===== config.mk =====
export PLATFORM = sky130hd
export DESIGN_NAME = uart_cmd_rx
export DESIGN_NICKNAME = d
export VERILOG_FILES = /design/src/rtl/uart_cmd_rx.sv
export SDC_FILE = /design/constraint.sdc
export NUM_CORES = 1
export LEC_CHECK = 0
export CAP_MARGIN = 20
export CORE_UTILIZATION = 35
export DETAILED_ROUTE_END_ITERATION = 10
export PLACE_DENSITY = 0.65
export SYNTH_ARGS = -nofsm -noshare
export SYNTH_HDL_FRONTEND = slang
export SYNTH_SLANG_ARGS = --single-unit

===== constraint.sdc =====
create_clock -name clk -period 2.7 [get_ports clk]
set_input_delay 0.54 -clock clk [delete_from_list [all_inputs] [get_ports clk]]
set_output_delay 0.54 -clock clk [all_outputs]
set_load 0.01 [all_outputs]

===== src/rtl/uart_cmd_rx.sv =====
// UART 8N1 command receiver: decodes 'W'/'R' frames from the host and issues
// single-cycle write/read requests on the DDR3 controller user interface.
module uart_cmd_rx #(
    parameter int unsigned CLK_FREQ       = 99_800_000,
    parameter int unsigned BAUD           = 115_200,
    parameter int unsigned TIMEOUT_CYCLES = 1_000_000
) (
    input  logic        clk,
    input  logic        sys_resetn,
    input  logic        uart_rxp,
    input  logic        busy,
    input  logic        data_ready,
    input  logic [15:0] dout,
    output logic [25:0] addr,
    output logic [15:0] din,
    output logic        wr,
    output logic        rd,
    output logic        rd_valid,
    output logic [15:0] rd_data,
    output logic        rx_valid,
    output logic [7:0]  rx_byte,
    output logic        frame_err,
    output logic        cmd_err
);

    localparam int unsigned BIT_CYCLES  = CLK_FREQ / BAUD;
    localparam int unsigned HALF_CYCLES = BIT_CYCLES / 2;
    localparam int unsigned CNT_W       = $clog2(BIT_CYCLES);
    localparam int unsigned TO_W        = $clog2(TIMEOUT_CYCLES);

    localparam logic [7:0] OP_WRITE = 8'h57;
    localparam logic [7:0] OP_READ  = 8'h52;

    typedef enum logic [1:0] {R_IDLE, R_START, R_DATA, R_STOP} rx_state_t;
    typedef enum logic [2:0] {P_CMD, P_ADDR, P_DATA, P_ISSUE, P_WAIT} p_state_t;

    rx_state_t        r_rx_state;
    p_state_t         r_p_state;
    logic             r_sync1;
    logic             r_sync2;
    logic             r_rx_d;
    logic [CNT_W-1:0] r_bit_cnt;
    logic [2:0]       r_bit_idx;
    logic [7:0]       r_shift;
    logic             r_is_write;
    logic [1:0]       r_byte_cnt;
    logic [TO_W-1:0]  r_gap;
    logic             w_fall;

    assign w_fall = r_rx_d & ~r_sync2;

    // Serial deserialiser; a line held low never re-triggers without a fresh edge
    always_ff @(posedge clk) begin
        if (!sys_resetn) begin
            r_sync1    <= 1'b1;
            r_sync2    <= 1'b1;
            r_rx_d     <= 1'b1;
            r_rx_state <= R_IDLE;
            r_bit_cnt  <= '0;
            r_bit_idx  <= '0;
            r_shift    <= '0;
            rx_valid   <= 1'b0;
            rx_byte    <= '0;
            frame_err  <= 1'b0;
        end else begin
            r_sync1   <= uart_rxp;
            r_sync2   <= r_sync1;
            r_rx_d    <= r_sync2;
            rx_valid  <= 1'b0;
            frame_err <= 1'b0;
            case (r_rx_state)
                R_IDLE: begin
                    r_bit_cnt <= '0;
                    if (w_fall) r_rx_state <= R_START;
                end
                R_START: begin
                    if (r_bit_cnt == CNT_W'(HALF_CYCLES - 1)) begin
                        r_bit_cnt  <= '0;
                        r_bit_idx  <= '0;
                        r_rx_state <= r_sync2 ? R_IDLE : R_DATA;
                    end else begin
                        r_bit_cnt <= r_bit_cnt + CNT_W'(1);
                    end
                end
                R_DATA: begin
                    if (r_bit_cnt == CNT_W'(BIT_CYCLES - 1)) begin
                        r_bit_cnt <= '0;
                        r_shift   <= {r_sync2, r_shift[7:1]};
                        if (r_bit_idx == 3'd7) r_rx_state <= R_STOP;
                        else                   r_bit_idx  <= r_bit_idx + 3'd1;
                    end else begin
                        r_bit_cnt <= r_bit_cnt + CNT_W'(1);
                    end
                end
                R_STOP: begin
                    if (r_bit_cnt == CNT_W'(BIT_CYCLES - 1)) begin
                        r_bit_cnt  <= '0;
                        r_rx_state <= R_IDLE;
                        if (r_sync2) begin
                            rx_byte  <= r_shift;
                            rx_valid <= 1'b1;
                        end else begin
                            frame_err <= 1'b1;
                        end
                    end else begin
                        r_bit_cnt <= r_bit_cnt + CNT_W'(1);
                    end
                end
                default: r_rx_state <= R_IDLE;
            endcase
        end
    end

    // Frame parser and controller request sequencer
    always_ff @(posedge clk) begin
        if (!sys_resetn) begin
            r_p_state  <= P_CMD;
            r_is_write <= 1'b0;
            r_byte_cnt <= '0;
            r_gap      <= '0;
            addr       <= '0;
            din        <= '0;
            wr         <= 1'b0;
            rd         <= 1'b0;
            rd_valid   <= 1'b0;
            rd_data    <= '0;
            cmd_err    <= 1'b0;
        end else begin
            wr       <= 1'b0;
            rd       <= 1'b0;
            rd_valid <= 1'b0;
            cmd_err  <= 1'b0;
            case (r_p_state)
                P_CMD: begin
                    r_gap      <= '0;
                    r_byte_cnt <= '0;
                    if (rx_valid) begin
                        if (rx_byte == OP_WRITE || rx_byte == OP_READ) begin
                            r_is_write <= (rx_byte == OP_WRITE);
                            r_p_state  <= P_ADDR;
                        end else begin
                            cmd_err <= 1'b1;
                        end
                    end
                end
                P_ADDR: begin
                    if (rx_valid) begin
                        addr       <= {addr[17:0], rx_byte};
                        r_gap      <= '0;
                        r_byte_cnt <= r_byte_cnt + 2'd1;
                        if (r_byte_cnt == 2'd3) begin
                            r_byte_cnt <= '0;
                            r_p_state  <= r_is_write ? P_DATA : P_ISSUE;
                        end
                    end else if (r_gap == TO_W'(TIMEOUT_CYCLES - 1)) begin
                        cmd_err   <= 1'b1;
                        r_p_state <= P_CMD;
                    end else begin
                        r_gap <= r_gap + TO_W'(1);
                    end
                end
                P_DATA: begin
                    if (rx_valid) begin
                        din        <= {din[7:0], rx_byte};
                        r_gap      <= '0;
                        r_byte_cnt <= r_byte_cnt + 2'd1;
                        if (r_byte_cnt == 2'd1) r_p_state <= P_ISSUE;
                    end else if (r_gap == TO_W'(TIMEOUT_CYCLES - 1)) begin
                        cmd_err   <= 1'b1;
                        r_p_state <= P_CMD;
                    end else begin
                        r_gap <= r_gap + TO_W'(1);
                    end
                end
                P_ISSUE: begin
                    if (rx_valid) cmd_err <= 1'b1;
                    if (!busy) begin
                        wr        <= r_is_write;
                        rd        <= ~r_is_write;
                        r_p_state <= P_WAIT;
                    end
                end
                P_WAIT: begin
                    if (rx_valid) cmd_err <= 1'b1;
                    if (r_is_write) begin
                        // The request cycle itself is skipped so busy has time to rise
                        if (!wr && !busy) r_p_state <= P_CMD;
                    end else if (data_ready) begin
                        rd_data   <= dout;
                        rd_valid  <= 1'b1;
                        r_p_state <= P_CMD;
                    end
                end
                default: r_p_state <= P_CMD;
            endcase
        end
    end

endmodule


==> run summary <==
outcome - finished, violations left
failing checks - DRC
startpoint types - register
clk slew on worst S/H paths - 0.05 ns
clock share of power - 0.570
P_sw - 0.9013 mW
critical path class - reg -> out
I/O pins - 93
Critical R2R Launch - r_gap[7]
internal power - 3.536 mW
Die Height - 125.5 um
HP Start - r_sync1
Synth Cell Area - 0.005334 mm^2
Worst R2R Path Depth - 6
RSZ-0062 raised after global routing - false
Max-cap violations - 0
Layout Cell Area excl Fill - 0.007068 mm^2
fin worst setup slack - 0.5040 ns
Synth Area in Compound Gates - 0.1752
worst hold path class - reg -> reg
Crit Reg-Reg Endpoint - r_gap[15]
cts repair resizes - 0
CTS Hold Bufs - 0
Row Count - 44
share of post-route cells with drive strength above 1 - 0.07887
Reg2Reg Setup Slack - 0.52 ns
first-pass detailed-route iteration total - 9
DR vias - 4510
CP required - 2.16 ns
number of buffers created by CTS - 17
Pleak - 2.281 nW
Max Buffers Root-to-Sink - 2
CP endpoint kind - output pin
adder-cell area share of the yosys netlist - 0.02064
first-pass GRT wire length - 20430 um
Hold Path Sink - r_sync2
core area - 0.01470 mm^2
Max Clock Freq - 455.4 MHz
Async SR Flop Fraction - 0
WHS Path Cells - 1
largest family of logic cells by synthesized area - simple AND/OR/NAND/NOR gates
TritonCTS clock tree - built
Setup WS pre-CTS - 0.5425 ns
Sequential Power Share - 0.414
Buffers on Ports - 92
Initial Util - 0.3629
CP max stage delay - 0.63 ns
fin crit share - 0.8133
post-synthesis simple-gate area fraction - 0.2501
fin nets - 726
combinational share of power - 0.017
initial drt markers - 185
area of the die - 0.01574 mm^2
htree depth - 4
hpwl dp - 8397 um
Power Dens Cells - 627.8 mW/mm^2
Final Hold Viols - 0
critical path's slowest cell - clkdlybuf4s50_1
Synth top area share - 0.4654
Netlist cell types - 59
Synth Flop Type - dfxtp_1
placed cell area - 0.006404 mm^2
buffer count from post-CTS setup fixing - 0
xor and xnor area share after synthesis - 0.01806
switching part of the total power - 0.2031
Antenna Violating Nets Remaining - 0
DR vias/cell - 5.045
initial antenna violation count - 0
Layout Area Growth over Synthesis - 32.51%
Area contributors post-synth - dfxtp_1, nand2_1, a21boi_0, mux2i_1, nor2b_1
EDFF count, synth - 0
post-synth top area cell - dfxtp_1
worst-skew pair later-pin latency - 0.41 ns
largest net degree at the start of global routing - 62
cell family with most CP delay - buffers and inverters
min Tclk post-route - 2.196 ns
post-synthesis mux area share - 0.03566
clock sink count - 124
DRT Wirelength - 12240 um
GR Overflow Total - 0
Die W - 125.5 um
Post-Syn Nets - 638
Syn Area/Cell - 8.758 um^2
Worst slew margin - 0.4390
Seq cells post-synth - 124
final std cells w/o fill - 894
worst path buffer plus inverter count - 1
CP Data Arrival Time - 1.66 ns
vias in the first global route - 4243
Peak VDD IR - 0.0004259 V
worst path cell trace - clkdlybuf4s50_1
synth warn - 0
Root Buffer - clkbuf_16
final setup skew - 0.008356 ns
Antenna diodes - 0
sequential share of the synthesized area - 0.4654
Worst-Margin Slew - 0.8395 ns
Final setup violation count - 0
post-layout util - 0.4808
Synth Instances - 609
Final Max Tran Viols - 0
Routed wire per std cell - 13.69 um
# placed instances - 862
Fin Setup TNS - 0 ns
GPL Wtd Cong - 0.8405
All-Layer GR Usage - 0.1597
Remaining DRCs - 9
Worst Path Max Fanout - 13
==> kinds of logic (layout without fill, tap and decap cells) <==
| group | after synthesis | count (layout) |
|---|---|---|
| AND/OR/NAND/NOR | 274 | 274 |
| AO/OA/AOI/OAI | 129 | 129 |
| flip-flops | 124 | 124 |
| buffers and inverters | 43 | 144 |
| multiplexers | 19 | 19 |
| XOR/XNOR | 11 | 11 |
| adder cells (fa/ha/maj) | 9 | 9 |
==> registers in the layout (all words and copies together) (netlist names), 2 cells and up, named ones only <==
| signal | count |
|---|---|
| din | 16 |
| r_shift | 8 |
| r_byte_cnt | 2 |
| r_bit_cnt | 10 |
| r_p_state | 3 |
| r_bit_idx | 3 |
| addr | 26 |
| r_gap | 20 |
| rd_data | 16 |
| rx_byte | 8 |
==> synth_stat cells, types with 6 or more instances <==
cell      count
mux2i_1      19
o31ai_1       8
nand3_1      14
nand2_1     145
nand2b_1     10
or4_1        10
inv_1        12
or3_1         8
a21boi_1     10
nand4_1       7
xor2_1        9
dfxtp_1     124
clkbuf_1     28
a21oi_1      17
a21boi_0     49
nor3_1        6
o21ai_0       7
nor2_1       21
ha_1          8
nor2b_1      21
==> power by group through the flow <==
stage                     Clock, mW  Sequential (mW)  Combinational, mW
final                          2.53             1.84             0.0742
after global routing           2.66             1.84             0.0811
after CTS                      2.58             1.84             0.0754
after detailed placement          0             1.88             0.0746
after global placement            0             1.88             0.0740
after floorplan                   0             1.87             0.0399
==> cell usage in the layout (no fill, tap or decap), drive strengths merged, types with 15 or more instances in the layout <==
cell type,n
mux2i,19
a21oi,21
nand2,145
clkbuf,17
a21boi,59
nor2b,21
nor2,22
inv,15
dfxtp,124
clkdlybuf4s50,91
==> layout make-up <==
cell class                      instances  area [um^2]
Inverter                               12        45.04
Sequential cell                       124         2482
Multi-Input combinational cell        442         2670
Clock inverter                         15        239.0
Fill cell                            1351         7631
Tap cell                              184        230.2
Timing Repair Buffer                  100        975.9
Clock buffer                           17        425.4
==> per-layer routing <==
metal,up-vias,wire length (um),global-route usage
met4,0,89,0.05667
met3,6,527,0.04151
met1,2120,5550,0.1948
met5,-,0,0
met2,83,6072,0.2706
li1,2301,-,-
==> through the flow <==
step | power [mW] | hold WS [ns]
floorplan | 1.914 | 0.3863
global placement | 1.950 | 0.3933
detailed placement | 1.951 | 0.3969
CTS | 4.495 | 0.4100
global route | 4.579 | 0.4157
finish | 4.438 | 0.4072
==> worst max-delay path by stage <==
stage               cells past startpoint  slack [ns]   endpoint     start
finish                                  1        0.50   rx_valid  rx_valid
floorplan                               7        0.63  r_gap[13]  r_gap[7]
global route                            7        0.38  r_gap[15]  r_gap[0]
CTS                                     1        0.47   rx_valid  rx_valid
global placement                        6        0.59  r_gap[17]  r_gap[7]
detailed placement                      6        0.54  r_gap[15]  r_gap[7]
(Power assumes the default switching activity.)
